$ cat config.mk
export PLATFORM = sky130hd
export DESIGN_NAME = tank_move_scheduler
export DESIGN_NICKNAME = d
export VERILOG_FILES = /design/src/rtl/tank_pkg.sv /design/src/rtl/tank_move_checker.sv /design/src/rtl/tank_move_scheduler.sv
export SDC_FILE = /design/constraint.sdc
export NUM_CORES = 1
export LEC_CHECK = 0
export CORE_AREA = 2 2 79 157
export DETAILED_ROUTE_END_ITERATION = 10
export DIE_AREA = 0 0 81 159
export HOLD_SLACK_MARGIN = 0.1
export PLACE_DENSITY = 0.5
export SLEW_MARGIN = 20
export SYNTH_ARGS = -nofsm -noshare
export SYNTH_HDL_FRONTEND = slang
export SYNTH_HIERARCHICAL = 1
export SYNTH_SLANG_ARGS = --single-unit
$ cat constraint.sdc
create_clock -name clk -period 7.7 [get_ports clk]
set_input_delay 1.155 -clock clk [delete_from_list [all_inputs] [get_ports clk]]
set_output_delay 1.155 -clock clk [all_outputs]
set_load 0.02 [all_outputs]
$ cat src/rtl/tank_pkg.sv
// rtl/tank_pkg.sv - shared direction, game-state and scheduler-state definitions
package tank_pkg;

    // Tank direction encoding; anything above STAND is treated as STAND.
    localparam logic [2:0] UP    = 3'd0;
    localparam logic [2:0] DOWN  = 3'd1;
    localparam logic [2:0] LEFT  = 3'd2;
    localparam logic [2:0] RIGHT = 3'd3;
    localparam logic [2:0] STAND = 3'd4;

    // Game controller state encoding.
    localparam logic [1:0] GS_IDLE    = 2'b00;
    localparam logic [1:0] GS_PLAY    = 2'b01;
    localparam logic [1:0] GS_RESTART = 2'b10;
    localparam logic [1:0] GS_OVER    = 2'b11;

    // A = tank selected by first_q, B = the other tank.
    typedef enum logic [2:0] {
        S_IDLE,
        S_CHK_A,
        S_ISS_A,
        S_CHK_B,
        S_ISS_B
    } sched_state_t;

endpackage

$ cat src/rtl/tank_move_checker.sv
// rtl/tank_move_checker.sv - combinational legality check of one tank's requested move
//
// Ports:
//   req_dir_i            requested direction (values above STAND mean STAND)
//   own_x_i, own_y_i     centre of the tank being checked
//   other_x_i, other_y_i centre of the other tank
//   legal_dir_o          req_dir_i if the move is legal, otherwise STAND
module tank_move_checker
    import tank_pkg::*;
#(
    parameter int MAP_W     = 40,
    parameter int MAP_H     = 30,
    parameter int TANK_HALF = 1
) (
    input  logic [2:0] req_dir_i,
    input  logic [5:0] own_x_i,
    input  logic [5:0] own_y_i,
    input  logic [5:0] other_x_i,
    input  logic [5:0] other_y_i,
    output logic [2:0] legal_dir_o
);

    localparam logic signed [6:0] X_LO = 7'(TANK_HALF);
    localparam logic signed [6:0] X_HI = 7'(MAP_W - 1 - TANK_HALF);
    localparam logic signed [6:0] Y_LO = 7'(TANK_HALF);
    localparam logic signed [6:0] Y_HI = 7'(MAP_H - 1 - TANK_HALF);
    // Two footprints overlap when centres are within 2*TANK_HALF on both axes.
    localparam logic signed [7:0] SPAN = 8'(2 * TANK_HALF);

    logic [2:0]        dir;
    logic signed [6:0] nx;
    logic signed [6:0] ny;
    logic signed [7:0] dx;
    logic signed [7:0] dy;
    logic signed [7:0] adx;
    logic signed [7:0] ady;
    logic              blocked;

    always_comb begin
        dir = (req_dir_i > STAND) ? STAND : req_dir_i;
        nx  = signed'({1'b0, own_x_i});
        ny  = signed'({1'b0, own_y_i});
        case (dir)
            UP:      ny = ny - 7'sd1;
            DOWN:    ny = ny + 7'sd1;
            LEFT:    nx = nx - 7'sd1;
            RIGHT:   nx = nx + 7'sd1;
            default: ;
        endcase
        // Differences are widened to 8 bits so the sign survives |63 - 0|.
        dx  = signed'({nx[6], nx}) - signed'({2'b00, other_x_i});
        dy  = signed'({ny[6], ny}) - signed'({2'b00, other_y_i});
        adx = dx[7] ? -dx : dx;
        ady = dy[7] ? -dy : dy;
        blocked = (nx < X_LO) || (nx > X_HI) || (ny < Y_LO) || (ny > Y_HI)
                  || ((adx <= SPAN) && (ady <= SPAN));
        legal_dir_o = ((dir == STAND) || blocked) ? STAND : dir;
    end

endmodule

$ cat src/rtl/tank_move_scheduler.sv
// rtl/tank_move_scheduler.sv - per-frame round-robin move issue for two tanks
//
// Ports:
//   clk, rst_n                 clock, asynchronous active-low reset
//   game_state                 00 IDLE, 01 PLAY, 10 RESTART, 11 OVER
//   frame_tick                 one-cycle frame start pulse
//   req_dir0/1                 requested directions
//   tank0_x/y, tank1_x/y       current tank centres
//   dir_out0/1                 issued directions (held between strobes)
//   valid_take0/1              one-cycle issue strobes
//   busy                       high while a frame sequence is running
//   frame_done                 pulse after both tanks were issued
//   overrun                    pulse when frame_tick arrives while busy
module tank_move_scheduler
    import tank_pkg::*;
#(
    parameter int MAP_W     = 40,
    parameter int MAP_H     = 30,
    parameter int TANK_HALF = 1
) (
    input  logic       clk,
    input  logic       rst_n,
    input  logic [1:0] game_state,
    input  logic       frame_tick,
    input  logic [2:0] req_dir0,
    input  logic [2:0] req_dir1,
    input  logic [5:0] tank0_x,
    input  logic [5:0] tank0_y,
    input  logic [5:0] tank1_x,
    input  logic [5:0] tank1_y,
    output logic [2:0] dir_out0,
    output logic [2:0] dir_out1,
    output logic       valid_take0,
    output logic       valid_take1,
    output logic       busy,
    output logic       frame_done,
    output logic       overrun
);

    sched_state_t state_q;
    logic         first_q;
    logic [2:0]   dir0_q;
    logic [2:0]   dir1_q;
    logic         take0_q;
    logic         take1_q;
    logic         busy_q;
    logic         done_q;
    logic         overrun_q;

    // One checker shared by both phases: CHK_A looks at tank first_q,
    // every other state at the other tank (only CHK_B uses the result).
    logic       sel_t1;
    logic [2:0] legal_dir;

    assign sel_t1 = (state_q == S_CHK_A) ? first_q : ~first_q;

    tank_move_checker #(
        .MAP_W     (MAP_W),
        .MAP_H     (MAP_H),
        .TANK_HALF (TANK_HALF)
    ) u_checker (
        .req_dir_i   (sel_t1 ? req_dir1 : req_dir0),
        .own_x_i     (sel_t1 ? tank1_x  : tank0_x),
        .own_y_i     (sel_t1 ? tank1_y  : tank0_y),
        .other_x_i   (sel_t1 ? tank0_x  : tank1_x),
        .other_y_i   (sel_t1 ? tank0_y  : tank1_y),
        .legal_dir_o (legal_dir)
    );

    always_ff @(posedge clk or negedge rst_n) begin
        if (!rst_n) begin
            state_q   <= S_IDLE;
            first_q   <= 1'b0;
            dir0_q    <= STAND;
            dir1_q    <= STAND;
            take0_q   <= 1'b0;
            take1_q   <= 1'b0;
            busy_q    <= 1'b0;
            done_q    <= 1'b0;
            overrun_q <= 1'b0;
        end else begin
            take0_q   <= 1'b0;
            take1_q   <= 1'b0;
            done_q    <= 1'b0;
            overrun_q <= frame_tick && (state_q != S_IDLE);

            if ((state_q != S_IDLE) && (game_state != GS_PLAY)) begin
                // Leaving PLAY mid-frame abandons the rest of the sequence.
                state_q <= S_IDLE;
                busy_q  <= 1'b0;
            end else begin
                case (state_q)
                    S_IDLE: begin
                        if (frame_tick && (game_state == GS_PLAY)) begin
                            state_q <= S_CHK_A;
                            busy_q  <= 1'b1;
                        end
                    end
                    S_CHK_A: begin
                        if (first_q) begin
                            take1_q <= 1'b1;
                            dir1_q  <= legal_dir;
                        end else begin
                            take0_q <= 1'b1;
                            dir0_q  <= legal_dir;
                        end
                        state_q <= S_ISS_A;
                    end
                    S_ISS_A: begin
                        state_q <= S_CHK_B;
                    end
                    S_CHK_B: begin
                        if (first_q) begin
                            take0_q <= 1'b1;
                            dir0_q  <= legal_dir;
                        end else begin
                            take1_q <= 1'b1;
                            dir1_q  <= legal_dir;
                        end
                        state_q <= S_ISS_B;
                    end
                    S_ISS_B: begin
                        state_q <= S_IDLE;
                        busy_q  <= 1'b0;
                        done_q  <= 1'b1;
                        first_q <= ~first_q;
                    end
                    default: begin
                        state_q <= S_IDLE;
                        busy_q  <= 1'b0;
                    end
                endcase
            end

            if (game_state == GS_RESTART) begin
                dir0_q  <= STAND;
                dir1_q  <= STAND;
                first_q <= 1'b0;
            end
        end
    end

    assign dir_out0    = dir0_q;
    assign dir_out1    = dir1_q;
    assign valid_take0 = take0_q;
    assign valid_take1 = take1_q;
    assign busy        = busy_q;
    assign frame_done  = done_q;
    assign overrun     = overrun_q;

endmodule

==> flow_summary.html, run 1 <==
<table>
<tr><th>Metric</th><th>Value</th></tr>
<tr><th colspan="2">Power and ir drop</th></tr>
<tr><td>Comb pwr share</td><td>0.663</td></tr>
<tr><td>Switching Fraction</td><td>0.432</td></tr>
<tr><td>Int Power</td><td>314 uW</td></tr>
<tr><td>Switching Power</td><td>238 uW</td></tr>
<tr><td>Maximum vdd ir drop</td><td>122 uV</td></tr>
<tr><td>Share of power burned in registers</td><td>0.151</td></tr>
<tr><td>Clk pwr share</td><td>0.185</td></tr>
<tr><td>PD cells</td><td>157 nW/um2</td></tr>
<tr><td>Leakage power</td><td>1.45 nW</td></tr>
<tr><th colspan="2">Yosys</th></tr>
<tr><td>Synthesized area per cell</td><td>between 7 and 8 um2</td></tr>
<tr><td>Yosys warning count</td><td>6</td></tr>
<tr><td>Number of synthesized register bits</td><td>15</td></tr>
<tr><td>Most used standard cells in the synthesized netlist</td><td>sky130_fd_sc_hd__inv_1 (28), sky130_fd_sc_hd__mux2_2 (28), sky130_fd_sc_hd__ha_1 (24), sky130_fd_sc_hd__nand2_1 (24)</td></tr>
<tr><td>Post-synth top area cell</td><td>sky130_fd_sc_hd__dfrtp_1</td></tr>
<tr><td>Number of synthesized flops with an enable pin</td><td>0</td></tr>
<tr><td>Post-synthesis async set-or-reset flop share</td><td>1.00</td></tr>
<tr><td>Flip-flop cell with the highest count after synthesis</td><td>sky130_fd_sc_hd__dfrtp_1</td></tr>
<tr><td>Net count of the mapped netlist</td><td>425</td></tr>
<tr><td>Fraction of synthesized cell area taken by the top area cell type</td><td>0.114</td></tr>
<tr><td>Total standard cell area after synthesis</td><td>2850 um2</td></tr>
<tr><td>Portion of the post-synthesis area used by sequential elements</td><td>0.133</td></tr>
<tr><td>Cells after synthesis</td><td>362</td></tr>
<tr><td>Top cells by area, synth</td><td>sky130_fd_sc_hd__dfrtp_1 (11%), sky130_fd_sc_hd__mux2_2 (11%), sky130_fd_sc_hd__ha_1 (11%)</td></tr>
<tr><td>Number of library cell types mapped by synthesis</td><td>66</td></tr>
<tr><th colspan="2">Timing</th></tr>
<tr><td>Share of the clock period used by the worst path after layout</td><td>0.881</td></tr>
<tr><td>Setup repair after global routing missed its margin</td><td>false</td></tr>
<tr><td>Crit path setup slack, layout</td><td>0.917 ns</td></tr>
<tr><td>Maximum clock skew at final layout</td><td>0.00548 ns</td></tr>
<tr><td>Final max-slew violation count</td><td>0</td></tr>
<tr><td>Fmax</td><td>147 MHz</td></tr>
<tr><td>Final hold violations</td><td>0</td></tr>
<tr><td>Worst-case headroom to the max-slew limit</td><td>0.517</td></tr>
<tr><td>Number of failing setup endpoints in the final timing report</td><td>0</td></tr>
<tr><td>Hold Slack</td><td>0.561 ns</td></tr>
<tr><td>Total Negative Setup Slacks</td><td>0 ns</td></tr>
<tr><td>Clock period minus final worst setup slack</td><td>6.78 ns</td></tr>
<tr><td>Tightest Pin Transition</td><td>0.723 ns</td></tr>
<tr><th colspan="2">Run status</th></tr>
<tr><td>Outcome</td><td>finished, final reports clean</td></tr>
<tr><th colspan="2">Layout</th></tr>
<tr><td>Total Nets Final</td><td>around 470</td></tr>
<tr><td>Synth-to-layout area growth</td><td>23.6%</td></tr>
<tr><td>Final design instance area without fill</td><td>between 3000 and 4000 um2</td></tr>
<tr><td>Utilization of the core after routing</td><td>0.303</td></tr>
<tr><td>Number of diodes</td><td>0</td></tr>
<tr><td>Ratio of cells with drive above 1 in the final layout</td><td>0.124</td></tr>
<tr><th colspan="2">Setup path</th></tr>
<tr><td>Dominant cell type by count on the critical path</td><td>sky130_fd_sc_hd__ha_1</td></tr>
<tr><td>Data required, critical path</td><td>7.87 ns</td></tr>
<tr><td>Number of cells on the critical path</td><td>22</td></tr>
<tr><td>Highest fanout seen on the critical path</td><td>13</td></tr>
<tr><td>CP top delay family</td><td>simple AND/OR/NAND/NOR gates</td></tr>
<tr><td>Reg-to-Reg End</td><td>dir_out1[2]$_DFFE_PN1P_</td></tr>
<tr><td>R2R Setup Slk</td><td>about 0.9 ns</td></tr>
<tr><td>Max stage delay on crit path</td><td>roughly 0.54 ns</td></tr>
<tr><td>Type of element launching the critical path</td><td>flip-flop</td></tr>
<tr><td>Cell chain of the critical path</td><td>nor3b_1, ha_1, mux2_2, nor2b_1, buf_4, nand2_1, ha_1, or2_2, a21o_1, nand3_1, nand2_1, ha_1, a21o_1, a21oi_1, a21boi_0, o221ai_1, a21oi_1, or4_1, or4_4, o31ai_1, nor3_1, o21ai_0</td></tr>
<tr><td>Worst path arrival time</td><td>6.95 ns</td></tr>
<tr><td>Worst-case reg-to-reg path depth</td><td>22</td></tr>
<tr><td>Crit path buf inv count</td><td>1</td></tr>
<tr><td>Critical register-to-register path startpoint</td><td>state_q[1]$_DFFE_PN0P_</td></tr>
<tr><td>Crit end category</td><td>flip-flop</td></tr>
<tr><td>CP Class</td><td>reg2reg</td></tr>
<tr><td>Worst path slowest cell</td><td>sky130_fd_sc_hd__or4_1</td></tr>
<tr><th colspan="2">Clocking</th></tr>
<tr><td>CTS-repair resized insts</td><td>0</td></tr>
<tr><td>Largest buffer count on any clock path</td><td>2</td></tr>
<tr><td>Number of sinks handled by clock tree synthesis</td><td>15</td></tr>
<tr><td>Clock insertion delay at the later pin of the skew report</td><td>0.25 ns</td></tr>
<tr><td>Clock Tree Root</td><td>sky130_fd_sc_hd__clkbuf_16</td></tr>
<tr><td>Clock tree from TritonCTS</td><td>done</td></tr>
<tr><td>Number of H-tree branching levels</td><td>1</td></tr>
<tr><td>CTS Hold Buffers Added</td><td>0</td></tr>
<tr><td>Number of buffers created by CTS</td><td>3</td></tr>
<tr><td>Number of setup buffers added after CTS</td><td>0</td></tr>
<tr><td>Clock transition at path regs</td><td>roughly 0.05 ns</td></tr>
<tr><th colspan="2">Detailed routing</th></tr>
<tr><td>DR vias</td><td>2889</td></tr>
<tr><td>Routed wire length</td><td>8190 um</td></tr>
<tr><td>Number of DRC markers in iteration 0</td><td>96</td></tr>
<tr><td>Drc violations</td><td>0</td></tr>
<tr><td>Wirelength per Cell</td><td>around 15 um</td></tr>
<tr><td>ANT nets after route</td><td>0</td></tr>
<tr><td>First drt pass iteration count</td><td>4</td></tr>
<tr><td>Average via count per standard cell</td><td>5.27</td></tr>
<tr><th colspan="2">Place</th></tr>
<tr><td>Port Buffer Count</td><td>45</td></tr>
<tr><td>Final weighted congestion of routability-driven global placement</td><td>0.853</td></tr>
<tr><td>Instance area after placement</td><td>3440 um2</td></tr>
<tr><td>Final HPWL from detailed placement</td><td>6840 um</td></tr>
<tr><td>Worst slack after detailed placement</td><td>0.936 ns</td></tr>
<tr><th colspan="2">Global routing</th></tr>
<tr><td>Total grt overflow</td><td>0</td></tr>
<tr><td>Maximum number of pins on one net before global-route repair</td><td>19</td></tr>
<tr><td>Initial antenna violation count</td><td>0</td></tr>
<tr><td>Wire length of the first global-routing pass</td><td>13700 um</td></tr>
<tr><td>Tot GR Track Use</td><td>0.131</td></tr>
<tr><td>Number of global-route vias before repair</td><td>3074</td></tr>
<tr><th colspan="2">Floorplan</th></tr>
<tr><td>I/O pin count</td><td>46</td></tr>
<tr><td>Area of the die</td><td>12900 um2</td></tr>
<tr><td>Initial core utilization</td><td>0.245</td></tr>
<tr><td>Placeable core area</td><td>11600 um2</td></tr>
<tr><td>DIE HEIGHT</td><td>159 um</td></tr>
<tr><td>Die W</td><td>a little over 80 um</td></tr>
<tr><td>Number of standard-cell rows in the floorplan</td><td>56</td></tr>
<tr><th colspan="2">Job</th></tr>
<tr><td>Max Cap Violations</td><td>0</td></tr>
<tr><th colspan="2">Worst hold path</th></tr>
<tr><td>Hold path cells</td><td>2</td></tr>
<tr><td>Min-delay worst type</td><td>reg2reg</td></tr>
<tr><td>Endpoint of the worst hold path</td><td>dir_out0[1]$_DFFE_PN0P_</td></tr>
<tr><td>Start point of the worst min-delay path</td><td>dir_out0[1]$_DFFE_PN0P_</td></tr>
</table>
[tightest hold or removal path, stage by stage, from the launching register on]
cell                       delay (ns)
sky130_fd_sc_hd__dfrtp_1         0.38
sky130_fd_sc_hd__o311ai_0        0.09
sky130_fd_sc_hd__nand2_1         0.06
[registers in the layout (all words and copies together), names as in the netlist]
name,count
overrun,1
busy,1
dir_out1,3
valid_take0,1
first_q,1
valid_take1,1
state_q,3
dir_out0,3
frame_done,1
[power by group through the flow]
| stage | registers (mW) | clock network, mW | logic, mW |
|---|---|---|---|
| after floorplan | 0.0860 | 0 | 0.270 |
| after global placement | 0.0847 | 0 | 0.363 |
| after detailed placement | 0.0848 | 0 | 0.365 |
| after CTS | 0.0835 | 0.104 | 0.367 |
| after global routing | 0.0838 | 0.106 | 0.411 |
| final | 0.0835 | 0.102 | 0.366 |
[logic make-up (layout without fill, tap and decap cells)]
kind of cell / count (synthesis) / count (layout) / share of synthesized area
AOI/OAI and AO/OA: 105 / 105 / 0.256
xor gates and xnor gates: 14 / 14 / 0.0430
adders and majority gates: 28 / 28 / 0.133
buffers and inverters: 39 / 80 / 0.0588
DFF: 15 / 15 / 0.133
muxes: 31 / 31 / 0.121
and+or+nand+nor: 130 / 130 / 0.255
[layout by cell type, fill, tap and decap left out, types with 13 or more instances in the layout]
cell,count
sky130_fd_sc_hd__inv_1,28
sky130_fd_sc_hd__mux2_2,28
sky130_fd_sc_hd__dfrtp_1,13
sky130_fd_sc_hd__nand2_1,24
sky130_fd_sc_hd__ha_1,24
sky130_fd_sc_hd__nor2_1,20
sky130_fd_sc_hd__a21oi_1,20
sky130_fd_sc_hd__o21ai_0,15
sky130_fd_sc_hd__clkdlybuf4s50_1,45
[routing by layer]
layer	up-vias	global-route usage	wire, um
li1	1437	-	-
met1	1366	0.128	2990
met2	60	0.260	4650
met3	26	0.00964	229
met4	0	0.0593	325
met5	-	0	0
[through the flow]
step / total power, mW / instances
floorplan: 0.356 / 362
global placement: 0.447 / 544
detailed placement: 0.449 / 544
CTS: 0.555 / 548
global route: 0.601 / 548
finish: 0.552 / 548
[final cells by class]
class / count / area (um2)
clock inverters: 1 / 5.00
multi-input cells: 308 / 2310
repair buffers: 48 / 473
well taps: 145 / 181
clock buffers: 3 / 75.1
fillers: 1327 / 8110
flip-flops and latches: 15 / 378
inverters: 28 / 105
[how the worst max path moves through the flow]
stage                                      start                 endpoint  slack, ns
after CTS                 state_q[1]$_DFFE_PN0P_  dir_out1[2]$_DFFE_PN1P_       0.93
after global placement               req_dir0[2]  dir_out1[2]$_DFFE_PN1P_       0.97
after global routing      state_q[1]$_DFFE_PN0P_  dir_out1[2]$_DFFE_PN1P_       0.26
final                     state_q[1]$_DFFE_PN0P_  dir_out1[2]$_DFFE_PN1P_       0.92
after floorplan           state_q[1]$_DFFE_PN0P_  dir_out1[0]$_DFFE_PN0P_       1.78
after detailed placement             req_dir1[2]  dir_out1[2]$_DFFE_PN1P_       0.94
Power figures use the tool's default switching activity.
==> inputs of run 2 (changes only) <==
- CORE_AREA: 2 2 79 157 -> 2 2 60 118
- DIE_AREA: 0 0 81 159 -> 0 0 62 120
- PLACE_DENSITY: 0.5 -> 0.74
==> run 2 against run 1 <==
Compared with the run above: routed wire length decreased by 7.4%; largest cell class unchanged; clock skew decreased by 0.0028 ns; flip-flop and latch count unchanged; clock power about the same; utilization increased by 22 points; final area decreased by 2.2%; sequential power about the same; non-clock buffer count decreased by 1; count of clock-buffer cells in the layout increased by 1; worst setup slack got worse by 0.37 ns; final cell count decreased by 11%.
==> flow_summary.html, run 2 (synthesis gave the netlist of run 1 again) <==
<table>
<tr><th>Metric</th><th>Value</th></tr>
<tr><th colspan="2">Layout</th></tr>
<tr><td>Final-layout fill cell count</td><td>659 (was 1327)</td></tr>
<tr><td>Non-filler cells, final</td><td>490 (was 548)</td></tr>
<tr><td>Total Nets Final</td><td>466 (was 467)</td></tr>
<tr><td>Most frequent cells in the layout</td><td>sky130_fd_sc_hd__clkdlybuf4s50_1 (45), sky130_fd_sc_hd__mux2_2 (28), sky130_fd_sc_hd__inv_1 (28) (unchanged)</td></tr>
<tr><td>Ratio of cells with drive above 1 in the final layout</td><td>0.122 (was 0.124)</td></tr>
<tr><td>Multi-input gate area</td><td>2310 um2 (about the same)</td></tr>
<tr><td>Number of diodes</td><td>0 (unchanged)</td></tr>
<tr><td>Most common cell after layout, fill and taps aside</td><td>sky130_fd_sc_hd__clkdlybuf4s50_1 (unchanged)</td></tr>
<tr><td>Area taken by flip-flops and latches</td><td>378 um2 (unchanged)</td></tr>
<tr><td>Synth-to-layout area growth</td><td>20.8% (was 23.6%)</td></tr>
<tr><td>Final design instance area without fill</td><td>3450 um2 (was 3520 um2)</td></tr>
<tr><th colspan="2">Detailed routing</th></tr>
<tr><td>Number of DRC markers in iteration 0</td><td>184 (was 96)</td></tr>
<tr><td>Routed wire length</td><td>7590 um (was 8190 um)</td></tr>
<tr><td>First drt pass iteration count</td><td>4 (unchanged)</td></tr>
<tr><td>DR vias</td><td>2915 (was 2889)</td></tr>
<tr><td>ANT nets after route</td><td>0 (unchanged)</td></tr>
<tr><td>Wirelength per Cell</td><td>15.5 um (was 15.0 um)</td></tr>
<tr><td>Average via count per standard cell</td><td>5.95 (was 5.27)</td></tr>
<tr><td>Drc violations</td><td>0 (unchanged)</td></tr>
<tr><th colspan="2">Setup path</th></tr>
<tr><td>Worst-case reg-to-reg path depth</td><td>20 (was 22)</td></tr>
<tr><td>Dominant cell type by count on the critical path</td><td>sky130_fd_sc_hd__ha_1 (unchanged)</td></tr>
<tr><td>Worst path arrival time</td><td>7.30 ns (was 6.95 ns)</td></tr>
<tr><td>Type of element launching the critical path</td><td>flip-flop (unchanged)</td></tr>
<tr><td>Crit end category</td><td>flip-flop (unchanged)</td></tr>
<tr><td>CP top delay family</td><td>simple AND/OR/NAND/NOR gates (unchanged)</td></tr>
<tr><td>Critical register-to-register path startpoint</td><td>state_q[1]$_DFFE_PN0P_ (unchanged)</td></tr>
<tr><td>Data required, critical path</td><td>7.85 ns (was 7.87 ns)</td></tr>
<tr><td>CP Class</td><td>reg2reg (unchanged)</td></tr>
<tr><td>Crit path buf inv count</td><td>1 (unchanged)</td></tr>
<tr><td>Highest fanout seen on the critical path</td><td>27 (was 13)</td></tr>
<tr><td>Max stage delay on crit path</td><td>0.54 ns (about the same)</td></tr>
<tr><td>Cell chain of the critical path</td><td>nor3b_1, ha_1, buf_4, mux2_2, nor2_2, nand2_1, ha_1, nor2b_1, o21ai_0, nor3b_1, o31ai_1, ha_1, nor3_1, o221ai_1, o221a_2, or4_1, or4_4, o31ai_1, nor3_1, o21ai_0 (was nor3b_1, ha_1, mux2_2, nor2b_1, buf_4, nand2_1, ha_1, or2_2, a21o_1, nand3_1, nand2_1, ha_1, a21o_1, a21oi_1, a21boi_0, o221ai_1, a21oi_1, or4_1, or4_4, o31ai_1, nor3_1, o21ai_0)</td></tr>
<tr><td>Worst path slowest cell</td><td>sky130_fd_sc_hd__or4_4 (was sky130_fd_sc_hd__or4_1)</td></tr>
<tr><td>R2R Setup Slk</td><td>0.55 ns (was 0.92 ns)</td></tr>
<tr><td>Reg-to-Reg End</td><td>dir_out1[2]$_DFFE_PN1P_ (unchanged)</td></tr>
<tr><th colspan="2">Timing</th></tr>
<tr><td>Setup repair after global routing missed its margin</td><td>false (unchanged)</td></tr>
<tr><td>Worst-case headroom to the max-slew limit</td><td>0.543 (was 0.517)</td></tr>
<tr><td>Number of failing setup endpoints in the final timing report</td><td>0 (unchanged)</td></tr>
<tr><td>Fmax</td><td>140 MHz (was 147 MHz)</td></tr>
<tr><td>Maximum clock skew at final layout</td><td>0.00268 ns (was 0.00548 ns)</td></tr>
<tr><td>Final hold violations</td><td>0 (unchanged)</td></tr>
<tr><td>Tightest Pin Transition</td><td>0.684 ns (was 0.723 ns)</td></tr>
<tr><td>Clock period minus final worst setup slack</td><td>7.15 ns (was 6.78 ns)</td></tr>
<tr><td>Total Negative Setup Slacks</td><td>0 ns (unchanged)</td></tr>
<tr><td>Final max-slew violation count</td><td>0 (unchanged)</td></tr>
<tr><td>Share of the clock period used by the worst path after layout</td><td>0.929 (was 0.881)</td></tr>
<tr><th colspan="2">Clocking</th></tr>
<tr><td>CTS Hold Buffers Added</td><td>0 (unchanged)</td></tr>
<tr><td>Number of setup buffers added after CTS</td><td>0 (unchanged)</td></tr>
<tr><td>Clock transition at path regs</td><td>0.05 ns (about the same)</td></tr>
<tr><td>Number of sinks handled by clock tree synthesis</td><td>15 (unchanged)</td></tr>
<tr><td>Clock Tree Root</td><td>sky130_fd_sc_hd__clkbuf_16 (unchanged)</td></tr>
<tr><td>Clock insertion delay at the later pin of the skew report</td><td>0.25 ns (about the same)</td></tr>
<tr><td>Largest buffer count on any clock path</td><td>2 (unchanged)</td></tr>
<tr><td>Number of H-tree branching levels</td><td>1 (unchanged)</td></tr>
<tr><td>Clock tree from TritonCTS</td><td>done (unchanged)</td></tr>
<tr><td>Number of buffers created by CTS</td><td>3 (unchanged)</td></tr>
<tr><th colspan="2">Floorplan</th></tr>
<tr><td>DIE HEIGHT</td><td>120 um (was 159 um)</td></tr>
<tr><td>Area of the die</td><td>7440 um2 (was 12900 um2)</td></tr>
<tr><td>Number of standard-cell rows in the floorplan</td><td>42 (was 56)</td></tr>
<tr><td>Placeable core area</td><td>6570 um2 (was 11600 um2)</td></tr>
<tr><td>I/O pin count</td><td>46 (unchanged)</td></tr>
<tr><td>Initial core utilization</td><td>0.434 (was 0.245)</td></tr>
<tr><td>Die W</td><td>62 um (was 81 um)</td></tr>
<tr><th colspan="2">Power and ir drop</th></tr>
<tr><td>Design Power</td><td>551 uW (was 552 uW)</td></tr>
<tr><td>PD cells</td><td>160 nW/um2 (was 157 nW/um2)</td></tr>
<tr><td>Maximum vdd ir drop</td><td>160 uV (was 122 uV)</td></tr>
<tr><td>Leakage power</td><td>1.44 nW (was 1.45 nW)</td></tr>
<tr><th colspan="2">Worst hold path</th></tr>
<tr><td>Start point of the worst min-delay path</td><td>dir_out1[1]$_DFFE_PN0P_ (was dir_out0[1]$_DFFE_PN0P_)</td></tr>
<tr><td>Endpoint of the worst hold path</td><td>dir_out1[1]$_DFFE_PN0P_ (was dir_out0[1]$_DFFE_PN0P_)</td></tr>
<tr><td>Hold path cells</td><td>2 (unchanged)</td></tr>
<tr><td>Min-delay worst type</td><td>reg2reg (unchanged)</td></tr>
<tr><th colspan="2">Place</th></tr>
<tr><td>Cell total after placement</td><td>486 (was 544)</td></tr>
<tr><td>Final weighted congestion of routability-driven global placement</td><td>0.886 (was 0.853)</td></tr>
<tr><td>Final HPWL from detailed placement</td><td>6160 um (was 6840 um)</td></tr>
<tr><td>Port Buffer Count</td><td>45 (unchanged)</td></tr>
<tr><td>Instance area after placement</td><td>3360 um2 (was 3440 um2)</td></tr>
<tr><th colspan="2">Global routing</th></tr>
<tr><td>Tot GR Track Use</td><td>0.218 (was 0.131)</td></tr>
<tr><td>Wire length of the first global-routing pass</td><td>12900 um (was 13700 um)</td></tr>
<tr><td>Maximum number of pins on one net before global-route repair</td><td>28 (was 19)</td></tr>
<tr><td>Initial antenna violation count</td><td>0 (unchanged)</td></tr>
<tr><td>Total grt overflow</td><td>0 (unchanged)</td></tr>
<tr><td>Number of global-route vias before repair</td><td>3044 (was 3074)</td></tr>
<tr><th colspan="2">Job</th></tr>
<tr><td>Max Cap Violations</td><td>0 (unchanged)</td></tr>
<tr><th colspan="2">Run status</th></tr>
<tr><td>Outcome</td><td>finished, final reports clean (unchanged)</td></tr>
</table>
==> run 2: cell types whose count changed in the layout (fill, tap and decap cells not counted) <==
cell                       change
sky130_fd_sc_hd__clkinv_2      -1
sky130_fd_sc_hd__clkbuf_1      +1
sky130_fd_sc_hd__nor2_1        -1
sky130_fd_sc_hd__nor2_2        +1
sky130_fd_sc_hd__buf_4         -1
==> run 2: report_power, final <==
part	internal [mW]	switching, mW	leakage [nW]
clock network	0.0701	0.0313	0.0382
registers	0.0813	0.00237	0.199
logic	0.163	0.204	1.21
total	0.314	0.237	1.44
==> run 2: layer usage <==
metal / up-vias / GRT usage / routed length (um)
met1: 1389 / 0.232 / 2840
li1: 1438 / - / -
met4: 0 / 0.0824 / 226
met5: - / 0 / 0
met2: 63 / 0.411 / 4320
met3: 25 / 0.0140 / 207
==> run 2: tightest hold or removal path, delay by kind of cell (launching register included) <==
kind	cells	cell delay, ns
flip-flops	1	0.39
AO/OA/AOI/OAI	2	0.15
==> run 2: worst max-delay path by stage <==
stage	from	end	slack, ns	cells past startpoint
4_1_cts	state_q[1]$_DFFE_PN0P_	dir_out1[2]$_DFFE_PN1P_	0.43	20
2_1_floorplan	state_q[1]$_DFFE_PN0P_	dir_out1[0]$_DFFE_PN0P_	1.78	22
5_1_grt	state_q[1]$_DFFE_PN0P_	dir_out1[2]$_DFFE_PN1P_	0.18	20
3_3_place_gp	req_dir1[2]	dir_out0[2]$_DFFE_PN1P_	0.58	18
3_5_place_dp	state_q[1]$_DFFE_PN0P_	dir_out1[2]$_DFFE_PN1P_	0.55	20
6_report	state_q[1]$_DFFE_PN0P_	dir_out1[2]$_DFFE_PN1P_	0.55	20
==> run 2: layout make-up <==
class	instances	area share
inverter	28	0.0305
timing repair buffer	47	0.135
multi-input combinational	308	0.670
sequential	15	0.110
tap	88	0.0320
clock buffer	4	0.0229
==> run 2: what timing repair did <==
action | in CTS | in global routing
hold endpoints to repair | 0 | 0
resized for setup | 0 | 1
setup endpoints to repair | 0 | 2
==> run 2: per-stage QoR <==
step | hold WS (ns) | utilization | setup slack, ns
finish | 0.572 | 0.525 | 0.549
floorplan | 0.519 | - | 1.78
global route | 0.587 | 0.525 | 0.184
global placement | 0.534 | 0.512 | 0.583
detailed placement | 0.558 | 0.512 | 0.548
CTS | 0.571 | 0.524 | 0.425
==> inputs of run 3 (changes only) <==
--- a/config.mk
+++ b/config.mk
@@ -6,10 +6,9 @@
 export NUM_CORES = 1
 export LEC_CHECK = 0
-export CORE_AREA = 2 2 60 118
+export CORE_AREA = 2 2 87 81
 export DETAILED_ROUTE_END_ITERATION = 10
-export DIE_AREA = 0 0 62 120
+export DIE_AREA = 0 0 89 83
 export HOLD_SLACK_MARGIN = 0.1
-export PLACE_DENSITY = 0.74
-export SLEW_MARGIN = 20
+export PLACE_DENSITY = 0.75
 export SYNTH_ARGS = -nofsm -noshare
 export SYNTH_HDL_FRONTEND = slang
==> constraint.sdc (replaced) <==
create_clock -name clk -period 7.7 [get_ports clk]
set_input_delay 1.54 -clock clk [delete_from_list [all_inputs] [get_ports clk]]
set_output_delay 1.54 -clock clk [all_outputs]
set_load 0.02 [all_outputs]
==> run 3 against run 2 <==
Compared with the run above: clock skew barely moved; final area fell by 0.94%; via count fell by 0.72%; total power fell by 7.6%; combinational power fell by 1%; worst hold slack got worse by 0.020 ns; global-route usage fell by 2.9 points; die area fell by 0.71%; register-to-register slack improved by 0.61 ns; sequential share of layout area rose by 0.10 points; highest routed layer unchanged.
==> flow_summary.html, run 3 (synthesis gave the netlist of run 1 again) <==
<table>
<tr><th>Metric</th><th>Value</th></tr>
<tr><th colspan="2">Run status</th></tr>
<tr><td>Outcome</td><td>finished, final reports clean (unchanged)</td></tr>
<tr><th colspan="2">Timing</th></tr>
<tr><td>Number of failing setup endpoints in the final timing report</td><td>0 (unchanged)</td></tr>
<tr><td>Final max-slew violation count</td><td>0 (unchanged)</td></tr>
<tr><td>Setup repair after global routing missed its margin</td><td>false (unchanged)</td></tr>
<tr><td>Worst-case headroom to the max-slew limit</td><td>0.541 (was 0.543)</td></tr>
<tr><td>Crit path setup slack, layout</td><td>0.717 ns (was 0.549 ns)</td></tr>
<tr><td>Total Negative Setup Slacks</td><td>0 ns (unchanged)</td></tr>
<tr><td>Maximum clock skew at final layout</td><td>0.00271 ns (was 0.00268 ns)</td></tr>
<tr><td>Final hold violations</td><td>0 (unchanged)</td></tr>
<tr><td>Share of the clock period used by the worst path after layout</td><td>0.907 (was 0.929)</td></tr>
<tr><td>Fmax</td><td>143 MHz (was 140 MHz)</td></tr>
<tr><td>Tightest Pin Transition</td><td>0.687 ns (was 0.684 ns)</td></tr>
<tr><td>Clock period minus final worst setup slack</td><td>6.98 ns (was 7.15 ns)</td></tr>
<tr><th colspan="2">Place</th></tr>
<tr><td>Instance area after placement</td><td>3370 um2 (was 3360 um2)</td></tr>
<tr><td>Cell total after placement</td><td>488 (was 486)</td></tr>
<tr><td>Port Buffer Count</td><td>45 (unchanged)</td></tr>
<tr><td>Worst slack after detailed placement</td><td>0.525 ns (was 0.548 ns)</td></tr>
<tr><td>Final weighted congestion of routability-driven global placement</td><td>0.883 (was 0.886)</td></tr>
<tr><td>Final HPWL from detailed placement</td><td>5770 um (was 6160 um)</td></tr>
<tr><th colspan="2">Clocking</th></tr>
<tr><td>CTS-repair resized insts</td><td>0 (unchanged)</td></tr>
<tr><td>Clock insertion delay at the later pin of the skew report</td><td>0.25 ns (about the same)</td></tr>
<tr><td>Clock Tree Root</td><td>sky130_fd_sc_hd__clkbuf_8 (was sky130_fd_sc_hd__clkbuf_16)</td></tr>
<tr><td>Number of H-tree branching levels</td><td>1 (unchanged)</td></tr>
<tr><td>Clock transition at path regs</td><td>0.06 ns (was 0.05 ns)</td></tr>
<tr><td>Number of setup buffers added after CTS</td><td>0 (unchanged)</td></tr>
<tr><td>CTS Hold Buffers Added</td><td>0 (unchanged)</td></tr>
<tr><td>Largest buffer count on any clock path</td><td>2 (unchanged)</td></tr>
<tr><td>Number of sinks handled by clock tree synthesis</td><td>15 (unchanged)</td></tr>
<tr><td>Clock tree from TritonCTS</td><td>done (unchanged)</td></tr>
<tr><td>Number of buffers created by CTS</td><td>3 (unchanged)</td></tr>
<tr><th colspan="2">Layout</th></tr>
<tr><td>Final-layout fill cell count</td><td>633 (was 659)</td></tr>
<tr><td>Non-filler cells, final</td><td>492 (was 490)</td></tr>
<tr><td>Number of diodes</td><td>0 (unchanged)</td></tr>
<tr><td>Most frequent cells in the layout</td><td>sky130_fd_sc_hd__clkdlybuf4s50_1 (45), sky130_fd_sc_hd__mux2_2 (28), sky130_fd_sc_hd__inv_1 (28) (unchanged)</td></tr>
<tr><td>Final design instance area without fill</td><td>3410 um2 (was 3450 um2)</td></tr>
<tr><td>Most common cell after layout, fill and taps aside</td><td>sky130_fd_sc_hd__clkdlybuf4s50_1 (unchanged)</td></tr>
<tr><td>Ratio of cells with drive above 1 in the final layout</td><td>0.122 (unchanged)</td></tr>
<tr><td>Synth-to-layout area growth</td><td>19.7% (was 20.8%)</td></tr>
<tr><td>Total Nets Final</td><td>466 (unchanged)</td></tr>
<tr><td>Utilization of the core after routing</td><td>0.530 (was 0.525)</td></tr>
<tr><th colspan="2">Detailed routing</th></tr>
<tr><td>First drt pass iteration count</td><td>4 (unchanged)</td></tr>
<tr><td>DR vias</td><td>2894 (was 2915)</td></tr>
<tr><td>Wirelength per Cell</td><td>14.6 um (was 15.5 um)</td></tr>
<tr><td>Number of DRC markers in iteration 0</td><td>141 (was 184)</td></tr>
<tr><td>Drc violations</td><td>0 (unchanged)</td></tr>
<tr><td>Average via count per standard cell</td><td>5.88 (was 5.95)</td></tr>
<tr><td>ANT nets after route</td><td>0 (unchanged)</td></tr>
<tr><td>Routed wire length</td><td>7170 um (was 7590 um)</td></tr>
<tr><th colspan="2">Floorplan</th></tr>
<tr><td>DIE HEIGHT</td><td>83 um (was 120 um)</td></tr>
<tr><td>I/O pin count</td><td>46 (unchanged)</td></tr>
<tr><td>Number of standard-cell rows in the floorplan</td><td>28 (was 42)</td></tr>
<tr><td>Area of the die</td><td>7390 um2 (was 7440 um2)</td></tr>
<tr><td>Die W</td><td>89 um (was 62 um)</td></tr>
<tr><td>Placeable core area</td><td>6450 um2 (was 6570 um2)</td></tr>
<tr><td>Initial core utilization</td><td>0.442 (was 0.434)</td></tr>
<tr><th colspan="2">Global routing</th></tr>
<tr><td>Maximum number of pins on one net before global-route repair</td><td>26 (was 28)</td></tr>
<tr><td>Wire length of the first global-routing pass</td><td>11600 um (was 12900 um)</td></tr>
<tr><td>Number of global-route vias before repair</td><td>2633 (was 3044)</td></tr>
<tr><td>Initial antenna violation count</td><td>0 (unchanged)</td></tr>
<tr><td>Tot GR Track Use</td><td>0.189 (was 0.218)</td></tr>
<tr><td>Total grt overflow</td><td>0 (unchanged)</td></tr>
<tr><th colspan="2">Worst hold path</th></tr>
<tr><td>Min-delay worst type</td><td>reg2reg (unchanged)</td></tr>
<tr><td>Hold path cells</td><td>2 (unchanged)</td></tr>
<tr><td>Start point of the worst min-delay path</td><td>dir_out1[0]$_DFFE_PN0P_ (was dir_out1[1]$_DFFE_PN0P_)</td></tr>
<tr><th colspan="2">Power and ir drop</th></tr>
<tr><td>Maximum vdd ir drop</td><td>109 uV (was 160 uV)</td></tr>
<tr><td>PD cells</td><td>149 nW/um2 (was 160 nW/um2)</td></tr>
<tr><td>Leakage power</td><td>1.43 nW (was 1.44 nW)</td></tr>
<tr><th colspan="2">Setup path</th></tr>
<tr><td>Worst path slowest cell</td><td>sky130_fd_sc_hd__or4_4 (unchanged)</td></tr>
<tr><td>Highest fanout seen on the critical path</td><td>8 (was 27)</td></tr>
<tr><td>Cell chain of the critical path</td><td>clkdlybuf4s50_1, mux2_2, nor2_1, nand2_1, ha_1, a21o_1, a21oi_1, xor2_1, o21ai_0, ha_1, a21o_1, nor3_1, o221ai_1, o221a_2, or4_1, or4_4, o31ai_1, nor4_1, o21ai_0 (was nor3b_1, ha_1, buf_4, mux2_2, nor2_2, nand2_1, ha_1, nor2b_1, o21ai_0, nor3b_1, o31ai_1, ha_1, nor3_1, o221ai_1, o221a_2, or4_1, or4_4, o31ai_1, nor3_1, o21ai_0)</td></tr>
<tr><td>Type of element launching the critical path</td><td>primary input (was flip-flop)</td></tr>
<tr><td>Worst-case reg-to-reg path depth</td><td>20 (unchanged)</td></tr>
<tr><td>Crit end category</td><td>flip-flop (unchanged)</td></tr>
<tr><td>CP Class</td><td>in2reg (was reg2reg)</td></tr>
<tr><td>Max stage delay on crit path</td><td>0.55 ns (was 0.54 ns)</td></tr>
<tr><td>Critical register-to-register path startpoint</td><td>state_q[1]$_DFFE_PN0P_ (unchanged)</td></tr>
<tr><td>Worst path arrival time</td><td>7.16 ns (was 7.30 ns)</td></tr>
<tr><td>Number of cells on the critical path</td><td>19 (was 20)</td></tr>
<tr><td>Crit path buf inv count</td><td>1 (unchanged)</td></tr>
<tr><td>Crit path from</td><td>req_dir1[2] (was state_q[1]$_DFFE_PN0P_)</td></tr>
<tr><td>R2R Setup Slk</td><td>1.16 ns (was 0.55 ns)</td></tr>
<tr><td>Data required, critical path</td><td>7.88 ns (was 7.85 ns)</td></tr>
<tr><td>CP top delay family</td><td>simple AND/OR/NAND/NOR gates (unchanged)</td></tr>
<tr><th colspan="2">Job</th></tr>
<tr><td>Max Cap Violations</td><td>0 (unchanged)</td></tr>
</table>
## run 3: cell types whose count changed in the layout (fill, tap and decap cells not counted)
| cell | change |
|---|---|
| sky130_fd_sc_hd__clkbuf_16 | -3 |
| sky130_fd_sc_hd__clkbuf_8 | +3 |
| sky130_fd_sc_hd__clkbuf_1 | -1 |
| sky130_fd_sc_hd__clkinv_2 | +1 |
| sky130_fd_sc_hd__nor2_1 | +1 |
| sky130_fd_sc_hd__nor2_2 | -1 |
## run 3: stage by stage
| stage | total power, mW | hold slack (ns) |
|---|---|---|
| after floorplan | 0.356 | 0.519 |
| after CTS | 0.506 | 0.545 |
| final | 0.509 | 0.552 |
| after detailed placement | 0.439 | 0.537 |
| after global placement | 0.430 | 0.542 |
| after global routing | 0.551 | 0.586 |
## run 3: per-layer routing
layer  up-vias  GRT usage  part of all wire
met1      1375      0.264              0.47
met2        68      0.317              0.48
met5         -          0                 0
met4         0     0.0353             0.014
li1       1441          -                 -
met3        10     0.0189             0.034
## run 3: report_power, final
group	total [mW]	switching [mW]	leakage (nW)	internal, mW
clock	0.0649	0.0290	0.0255	0.0359
sequential	0.0832	0.00205	0.199	0.0811
combinational	0.361	0.200	1.21	0.162
total	0.509	0.231	1.43	0.279
## run 3: area by class of cell
type	instances	area (um2)	share of cell area
clock buffer	3	41.3	0.0121
clock inverter	1	5.00	0.00147
inverter	28	105	0.0308
multi-input combinational	308	2310	0.676
sequential	15	378	0.111
tap	90	113	0.0330
timing repair buffer	47	465	0.136
## run 3: worst paths after layout
path,to
worst max register to register,dir_out0[2]$_DFFE_PN1P_
min in group asynchronous,dir_out0[1]$_DFFE_PN0P_
worst min register to register,dir_out1[0]$_DFFE_PN0P_
worst max-delay path,dir_out0[2]$_DFFE_PN1P_
max in group asynchronous,state_q[1]$_DFFE_PN0P_
worst min-delay path,dir_out1[0]$_DFFE_PN0P_
## run 3: worst register-to-register path, stage by stage (launching register included)
cell and delay, ns:
sky130_fd_sc_hd__dfrtp_1 0.53, sky130_fd_sc_hd__nor3b_1 0.33, sky130_fd_sc_hd__ha_1 0.34, sky130_fd_sc_hd__mux2_2 0.36
sky130_fd_sc_hd__nor2_1 0.42, sky130_fd_sc_hd__nand2_1 0.27, sky130_fd_sc_hd__ha_1 0.33, sky130_fd_sc_hd__a21o_1 0.19
sky130_fd_sc_hd__a21oi_1 0.18, sky130_fd_sc_hd__xor2_1 0.09, sky130_fd_sc_hd__o21ai_0 0.32, sky130_fd_sc_hd__ha_1 0.36
sky130_fd_sc_hd__a21o_1 0.21, sky130_fd_sc_hd__nor3_1 0.38, sky130_fd_sc_hd__o221ai_1 0.27, sky130_fd_sc_hd__o221a_2 0.28
sky130_fd_sc_hd__or4_1 0.46, sky130_fd_sc_hd__or4_4 0.55, sky130_fd_sc_hd__o31ai_1 0.32, sky130_fd_sc_hd__nor4_1 0.09
sky130_fd_sc_hd__o21ai_0 0.18
